==> config.mk <==
export PLATFORM = sky130hd
export DESIGN_NAME = mem_core
export DESIGN_NICKNAME = d
export VERILOG_FILES = /design/src/rtl/mem_core.sv
export SDC_FILE = /design/constraint.sdc
export NUM_CORES = 1
export LEC_CHECK = 0
export ABC_CLOCK_PERIOD_IN_PS = 6900
export BUFFER_PORTS_ARGS = -buffer_cell sky130_fd_sc_hd__buf_2
export CAP_MARGIN = 20
export CORE_ASPECT_RATIO = 1.5
export CORE_UTILIZATION = 39
export CTS_CLUSTER_DIAMETER = 200
export CTS_CLUSTER_SIZE = 14
export DETAILED_ROUTE_END_ITERATION = 10
export PLACE_DENSITY = 0.5
export SKIP_LAST_GASP = 1
export SYNTH_ARGS = -nofsm -noshare
export SYNTH_HDL_FRONTEND = slang
export SYNTH_SLANG_ARGS = --single-unit
==> constraint.sdc <==
create_clock -name clk -period 6.9 [get_ports clk]
set_input_delay 0.69 -clock clk [delete_from_list [all_inputs] [get_ports clk]]
set_output_delay 0.69 -clock clk [all_outputs]
set_load 0.005 [all_outputs]
==> src/rtl/mem_core.sv <==
// mem_core: single-port synchronous memory, DEPTH = 2**ADDR_WIDTH words of DATA_WIDTH bits.
// After reset an internal sweep writes zero to every location, one per clock. Requests
// are honoured only once that sweep is done, which is when `ready` goes high.
//
// Optional feature: define MEM_PARITY_EN to store an even-parity bit per word. The bit
// is checked on every read and reported on parity_err.
//
// Ports:
//   clk         clock, all logic on posedge
//   reset_n     asynchronous assert, active-low reset
//   write_en    write request (honoured only when ready)
//   read_en     read request (honoured only when ready)
//   address     location for the read and/or write
//   data_in     write data
//   data_out    registered read data, holds its value between reads
//   valid_out   one-cycle strobe, high when data_out carries fresh read data
//   ready       high once the init sweep is complete
//   parity_err  (MEM_PARITY_EN only) stored parity mismatch, qualified by valid_out
module mem_core #(
  parameter int DATA_WIDTH = 32,
  parameter int ADDR_WIDTH = 4
) (
  input  logic                  clk,
  input  logic                  reset_n,
  input  logic                  write_en,
  input  logic                  read_en,
  input  logic [ADDR_WIDTH-1:0] address,
  input  logic [DATA_WIDTH-1:0] data_in,
  output logic [DATA_WIDTH-1:0] data_out,
  output logic                  valid_out,
  output logic                  ready
`ifdef MEM_PARITY_EN
  ,
  output logic                  parity_err
`endif
);

  localparam int DEPTH = 1 << ADDR_WIDTH;
  localparam logic [ADDR_WIDTH-1:0] LAST_ADDR = {ADDR_WIDTH{1'b1}};

  typedef enum logic {
    INIT = 1'b0,
    RUN  = 1'b1
  } state_e;

  state_e                  state_q;
  logic [ADDR_WIDTH-1:0]   sweep_cnt_q;
  logic [DATA_WIDTH-1:0]   data_out_q;
  logic                    valid_q;
  logic                    ready_q;

  logic [DATA_WIDTH-1:0]   mem_q [DEPTH];

  // Shared write port: the sweep owns it during INIT, and user writes are
  // dropped there.
  logic                    mem_we;
  logic [ADDR_WIDTH-1:0]   mem_waddr;
  logic [DATA_WIDTH-1:0]   mem_wdata;
  logic [DATA_WIDTH-1:0]   data_out_d;

  always_comb begin
    mem_we    = 1'b0;
    mem_waddr = address;
    mem_wdata = data_in;
    if (state_q == INIT) begin
      mem_we    = 1'b1;
      mem_waddr = sweep_cnt_q;
      mem_wdata = '0;
    end else if (write_en) begin
      mem_we    = 1'b1;
    end
  end

  // Write-first: a read at the same edge as a write returns the new data.
  assign data_out_d = write_en ? data_in : mem_q[address];

  always_ff @(posedge clk) begin
    if (mem_we) begin
      mem_q[mem_waddr] <= mem_wdata;
    end
  end

`ifdef MEM_PARITY_EN
  logic par_mem_q [DEPTH];
  logic parity_err_q;
  logic parity_err_d;

  always_ff @(posedge clk) begin
    if (mem_we) begin
      par_mem_q[mem_waddr] <= ^mem_wdata;
    end
  end

  // A same-edge write bypasses the array, so its parity is consistent by construction.
  assign parity_err_d = write_en ? 1'b0 : (par_mem_q[address] != ^mem_q[address]);
  assign parity_err   = parity_err_q;
`endif

  always_ff @(posedge clk or negedge reset_n) begin
    if (!reset_n) begin
      state_q     <= INIT;
      sweep_cnt_q <= '0;
      data_out_q  <= '0;
      valid_q     <= 1'b0;
      ready_q     <= 1'b0;
`ifdef MEM_PARITY_EN
      parity_err_q <= 1'b0;
`endif
    end else begin
      valid_q <= 1'b0;
`ifdef MEM_PARITY_EN
      parity_err_q <= 1'b0;
`endif
      case (state_q)
        INIT: begin
          sweep_cnt_q <= sweep_cnt_q + ADDR_WIDTH'(1);
          if (sweep_cnt_q == LAST_ADDR) begin
            state_q <= RUN;
            ready_q <= 1'b1;
          end
        end
        RUN: begin
          ready_q <= 1'b1;
          if (read_en) begin
            data_out_q <= data_out_d;
            valid_q    <= 1'b1;
`ifdef MEM_PARITY_EN
            parity_err_q <= parity_err_d;
`endif
          end
        end
      endcase
    end
  end

  assign data_out  = data_out_q;
  assign valid_out = valid_q;
  assign ready     = ready_q;

endmodule
==> impl_metrics.ini, run 1 <==
[layout]
seqCellArea_um2 = 16350
finalNetCount = 1276
antenna_cells = 0
fin_cells = 1965
layout_commonest_cell = edfxtp_1
final_layout_size_suffix_gt1_share_pct = 19.53
synthToLayoutAreaGrowth_pct = 11.72
multi_input_area_um2 = 4836
n_fill_cell = 4691
fin_area_um2 = 24200
final_cell_mix = edfxtp_1, mux2i_1, buf_2, a21oi_1, mux4_2

[synthesis]
synth_top_area_cell = edfxtp_1
synth_cells = 1164
synthAdderAreaFrac_pct = 0.05776
synth_top_area_share_pct = 70.97
synth.avg_cell_area_um2 = 18.61
ys_seq_area_share_pct = 75.48
synth_cell_types = 35
synth_mux_area_share_pct = 12.62
synth-seq-cells = 551
synth_fp_nets = 1205
synth_area_leaders = edfxtp_1, mux4_2, mux2i_1, dfrtp_1, a21oi_1
synth_edf_count = 512
synth-compound-area-share_pct = 7.156
synth_top_family_by_area = multiplexers
postSynth.asyncResetShare_pct = 7.078
synth_area_um2 = 21660
synthSimpleGateAreaFrac_pct = 1.715
synth_xor_area_share_pct = 0.1213
ys.warnings.count = 0
synth_ff_type = edfxtp_1

[global_routing]
grt_pass1_wl_mm = 79.56
grt_usage_pct = 19.43
grt_max_degree = 92
first_global_vias = 11450
grt_overflow = 0
antenna_found_initial = 0

[run_status]
status = finished, final reports clean

[worst_setup_path]
worst_setup_path_start_kind = primary input
crit_fanout = 40
reg2reg_depth = 5
critPathKind = primary input to flop
cp-end-kind = flop
regToRegStartpoint = state_q
crit_required_ps = 7130
crit_family = buffers and inverters
rrSetupSlack_ps = 3770
crit_chain = buf_4 -> buf_4 -> a41oi_1 -> nor2_4 -> buf_4
crit-reg2reg-capture = mem_q[10][23]
cp_slowest_cell = nor2_4
cpPeakStageDelay_ps = 630
crit_arrival_ps = 3480
critPathBufInv = 3
cpMostUsedCell = buf_4

[detailed_routing]
wl_per_cell_um = 27.63
vias = 11080
drtIter0Drc = 815
routed_wl_mm = 54.29
viasPerCell = 5.641
drc = 0
route.antenna.remaining_nets = 0
drt-pass1-iter-count = 5

[placement]
dp_slack_ps = 3006
dp_cells = 1882
place.gp.congestion = 0.7477
hpwl_mm = 31.81
portBuffers = 73
placed_cell_area_um2 = 22850

[sta]
slew-limit-headroom_pct = 28.54
hold_viol_final = 0
drv_slew = 0
fin_crit_ps = 3251
finalSetupTns_ps = 0
fin_ws_ps = 3649
max_freq_ghz = 0.3076
clock-skew-final_ps = 12.11
tightest_slew_ps = 1071
finalCritPeriodShare_pct = 47.12
setup_violations = 0
rsz0062_at_grt = false

[clock_network]
postCtsSetupBuffers = 0
cts_buffers = 45
clkLatencyLatePin_ps = 560
htreeDepth = 2
cts_hold_buffers = 0
cts.repair.resized = 0
cts.sinks = 551
cts_tree = built
clockRootBuffer = clkbuf_16
cts_buffer_depth = 3
cts.clk_slew.worst_paths_ps = 70

[floorplanning]
core-area_um2 = 54780
die_width_um = 194.4
start_util_pct = 39.54
die_area_um2 = 56510
ios = 74
die_height_um = 290.7
row_count = 105

[power]
leakagePower_nw = 8.052
ir_worst_vdd_mv = 0.1711
total_power_mw = 6.528
power_density_nw_per_um2 = 269.7

[run]
cap_viol_max_count = 0

[worst_hold_path]
hold_class = primary input to asynchronous set/reset pin
logic make-up after synthesis:
logic type	Yosys count
fa+ha+maj	1
compound gates	233
buf+inv	114
mux	193
xor+xnor	3
simple gates	69
flops	551
area by class of cell:
cell class	count	area share, %
sequential	551	67.56
clock buffer	80	5.371
inverter	35	0.5428
multi-input combinational	499	19.98
timing repair buffer	103	2.864
clock inverter	2	0.08272
tap	695	3.593
power breakdown:
group	internal, mW	switching, mW	leakage (nW)	total (mW)
clock	1.28	1.14	0.629	2.42
sequential	3.69	0.0134	5.09	3.70
combinational	0.134	0.272	2.33	0.406
registers in the layout, summed over array words and instances (netlist names):
register and count:
sweep_cnt_q 4, data_out 32, mem_q 512, valid_out 1, state_q 1, ready 1
routing by layer:
metal	wire, µm	part of all wire, %	global-route usage, %
met4	1242	2.3	5.362
met1	23680	44	27.05
met3	2449	4.5	2.217
met2	26920	50	32.26
met5	0	0	0
worst max path at each step:
stage,from,to,slack (ps),depth (start not counted)
final,address[3],mem_q[14][15],3650,5
after global routing,address[3],mem_q[15][15],3530,5
after CTS,address[3],mem_q[14][15],3610,5
after detailed placement,address[3],mem_q[14][17],3010,5
after global placement,address[3],mem_q[15][13],3050,5
after floorplan,address[0],mem_q[6][0],3570,7
per-stage QoR:
step,hold slack (ps),utilization (%)
6_report,263.9,44.18
5_1_grt,324.5,44.18
4_1_cts,286.3,44.13
3_5_place_dp,456.3,41.72
3_3_place_gp,453.5,41.56
2_1_floorplan,394.4,-
cell usage after synthesis, types with 4 or more instances:
| library cell | n |
|---|---|
| edfxtp_1 | 512 |
| mux2i_1 | 128 |
| a21oi_1 | 65 |
| mux4_2 | 64 |
| clkbuf_1 | 45 |
| dfrtp_1 | 39 |
| a31oi_1 | 36 |
| inv_1 | 35 |
| and2_1 | 33 |
| a22oi_1 | 32 |
| o211ai_1 | 32 |
| o21ai_1 | 30 |
| a221oi_1 | 25 |
| nor2_1 | 22 |
| buf_2 | 12 |
| buf_6 | 8 |
| a221oi_2 | 7 |
| buf_12 | 5 |
| buf_1 | 4 |
| nor2b_1 | 4 |
No activity file was read; power rests on OpenSTA's default activity.
==> run 2, diff against run 1 <==
Settings changed: ABC_CLOCK_PERIOD_IN_PS 6900 to 2800, PLACE_DENSITY 0.5 to 0.52.
Clock period 6.9 ns to 2.8 ns, I/O delays scaled along.
==> impl_metrics.ini, run 2 (synthesis gave the netlist of run 1 again) <==
[power]
p_sw_mw = 3.420
p_int_mw = 12.54
ir_worst_vdd_mv = 0.3814
comb_power_share_pct = 6.2
total_power_mw = 15.96
p_sw_share_pct = 21.44
leakagePower_nw = 8.244
clkPwrFrac_pct = 36.5
power_density_nw_per_um2 = 650.8
seq_power_share_pct = 57.2

[layout]
fin_area_um2 = 24520
seqCellArea_um2 = 16350
final_layout_size_suffix_gt1_share_pct = 21.76
n_fill_cell = 4678
finalNetCount = 1312
largest_reg_flops = 512
fin_cells = 1993
final_cell_mix = edfxtp_1, mux2i_1, buf_2, a21oi_1, mux4_2
top_register = mem_q
synthToLayoutAreaGrowth_pct = 13.17
multi_input_area_um2 = 4838
layout_commonest_cell = edfxtp_1

[floorplanning]
die_width_um = 194.4
ios = 74
row_count = 105
start_util_pct = 39.54
core-area_um2 = 54780
die_height_um = 290.7
die_area_um2 = 56510

[worst_setup_path]
crit_fanout = 19
crit_chain = nor3b_1 -> a31oi_1 -> nor2_4 -> buf_12
critPathBufInv = 1
crit-reg2reg-capture = mem_q[7][1]
cp.depth = 4
crit_required_ps = 3100
cp-end-kind = flop
cp_slowest_cell = a31oi_1
crit_arrival_ps = 2430
cp-startpoint = sweep_cnt_q[2]
critPathKind = flop to flop
worst_setup_path_start_kind = flop
rrSetupSlack_ps = 670
regToRegStartpoint = sweep_cnt_q[2]
reg2reg_depth = 4
endpoint = mem_q[7][1]
cpPeakStageDelay_ps = 750
crit_family = compound AO/OA/AOI/OAI gates

[sta]
fin_crit_ps = 2128
hold_viol_final = 0
rsz0062_at_grt = false
max_freq_ghz = 0.4700
clock-skew-final_ps = 7.564
timing.hold.ws_ps = 117.0
finalCritPeriodShare_pct = 75.99
setup_violations = 0
slew-limit-headroom_pct = 32.76
drv_slew = 0
tightest_slew_ps = 1004

[placement]
dp_cells = 1918
portBuffers = 73
hpwl_mm = 31.19
placed_cell_area_um2 = 23220
place.gp.congestion = 0.7294

[detailed_routing]
route.antenna.remaining_nets = 0
vias = 11370
routed_wl_mm = 55.17
drc = 0
drtIter0Drc = 742
viasPerCell = 5.702
wl_per_cell_um = 27.68
drt-pass1-iter-count = 4

[clock_network]
cts.repair.resized = 0
clkLatencyLatePin_ps = 560
clockRootBuffer = clkbuf_16
cts_buffer_depth = 3
cts.sinks = 551
cts_buffers = 45
postCtsSetupBuffers = 0
htreeDepth = 2
cts.clk_slew.worst_paths_ps = 70
cts_tree = built
cts_hold_buffers = 1

[global_routing]
first_global_vias = 11770
grt_pass1_wl_mm = 80.25
grt_max_degree = 61
grt_overflow = 0
grt_usage_pct = 19.70
antenna_found_initial = 2

[run_status]
status = finished, final reports clean

[worst_hold_path]
hold_class = primary input to flop

[run]
cap_viol_max_count = 0
-- run 2: power groups by stage --
| stage | combinational, mW | clock (mW) | sequential, mW |
|---|---|---|---|
| 2_1_floorplan | 0.598 | 0 | 9.30 |
| 3_3_place_gp | 1.00 | 0 | 9.31 |
| 3_5_place_dp | 1.01 | 0 | 9.31 |
| 4_1_cts | 1.02 | 5.97 | 9.14 |
| 5_1_grt | 1.08 | 6.25 | 9.14 |
| 6_report | 0.997 | 5.82 | 9.13 |
-- run 2: cell type report --
class                   count  area share, %
well taps                 695          3.547
flip-flops and latches    551          66.70
clock buffers              70          5.149
multi-input cells         499          19.73
clock inverters             2        0.08165
repair buffers            139          4.236
diodes                      2        0.02041
inverters                  35         0.5359
-- run 2: how the worst min path moves through the flow --
stage / startpoint / end / slack (ps) / depth (start not counted)
floorplan: reset_n / data_out[0] / -20 / 0
global placement: reset_n / data_out[3] / 360 / 1
detailed placement: reset_n / data_out[3] / 380 / 1
CTS: data_in[30] / data_out[30] / 90 / 5
global route: data_in[30] / data_out[30] / 120 / 5
finish: data_in[30] / data_out[30] / 120 / 5
-- run 2: metrics by stage --
step | setup TNS, ps | util, % | setup WS, ps
after floorplan | -34080 | - | -118.2
after detailed placement | 0 | 42.38 | 432.8
after global routing | 0 | 44.74 | 512.4
after global placement | 0 | 42.38 | 461.9
final | 0 | 44.75 | 672.4
after CTS | 0 | 44.74 | 653.8
-- run 2: per-layer routing --
layer | vias up | global-route usage [%] | wire length [µm]
li1 | 4912 | - | -
met1 | 6073 | 25.64 | 23040
met2 | 306 | 34.49 | 28550
met3 | 72 | 2.588 | 2359
met4 | 2 | 5.323 | 1208
met5 | - | 0 | 12
-- run 2: worst min-delay path, cell delays in order --
cell	delay, ps
buf_2	100
inv_1	40
a21oi_1	60
a21oi_1	110
a31oi_1	50
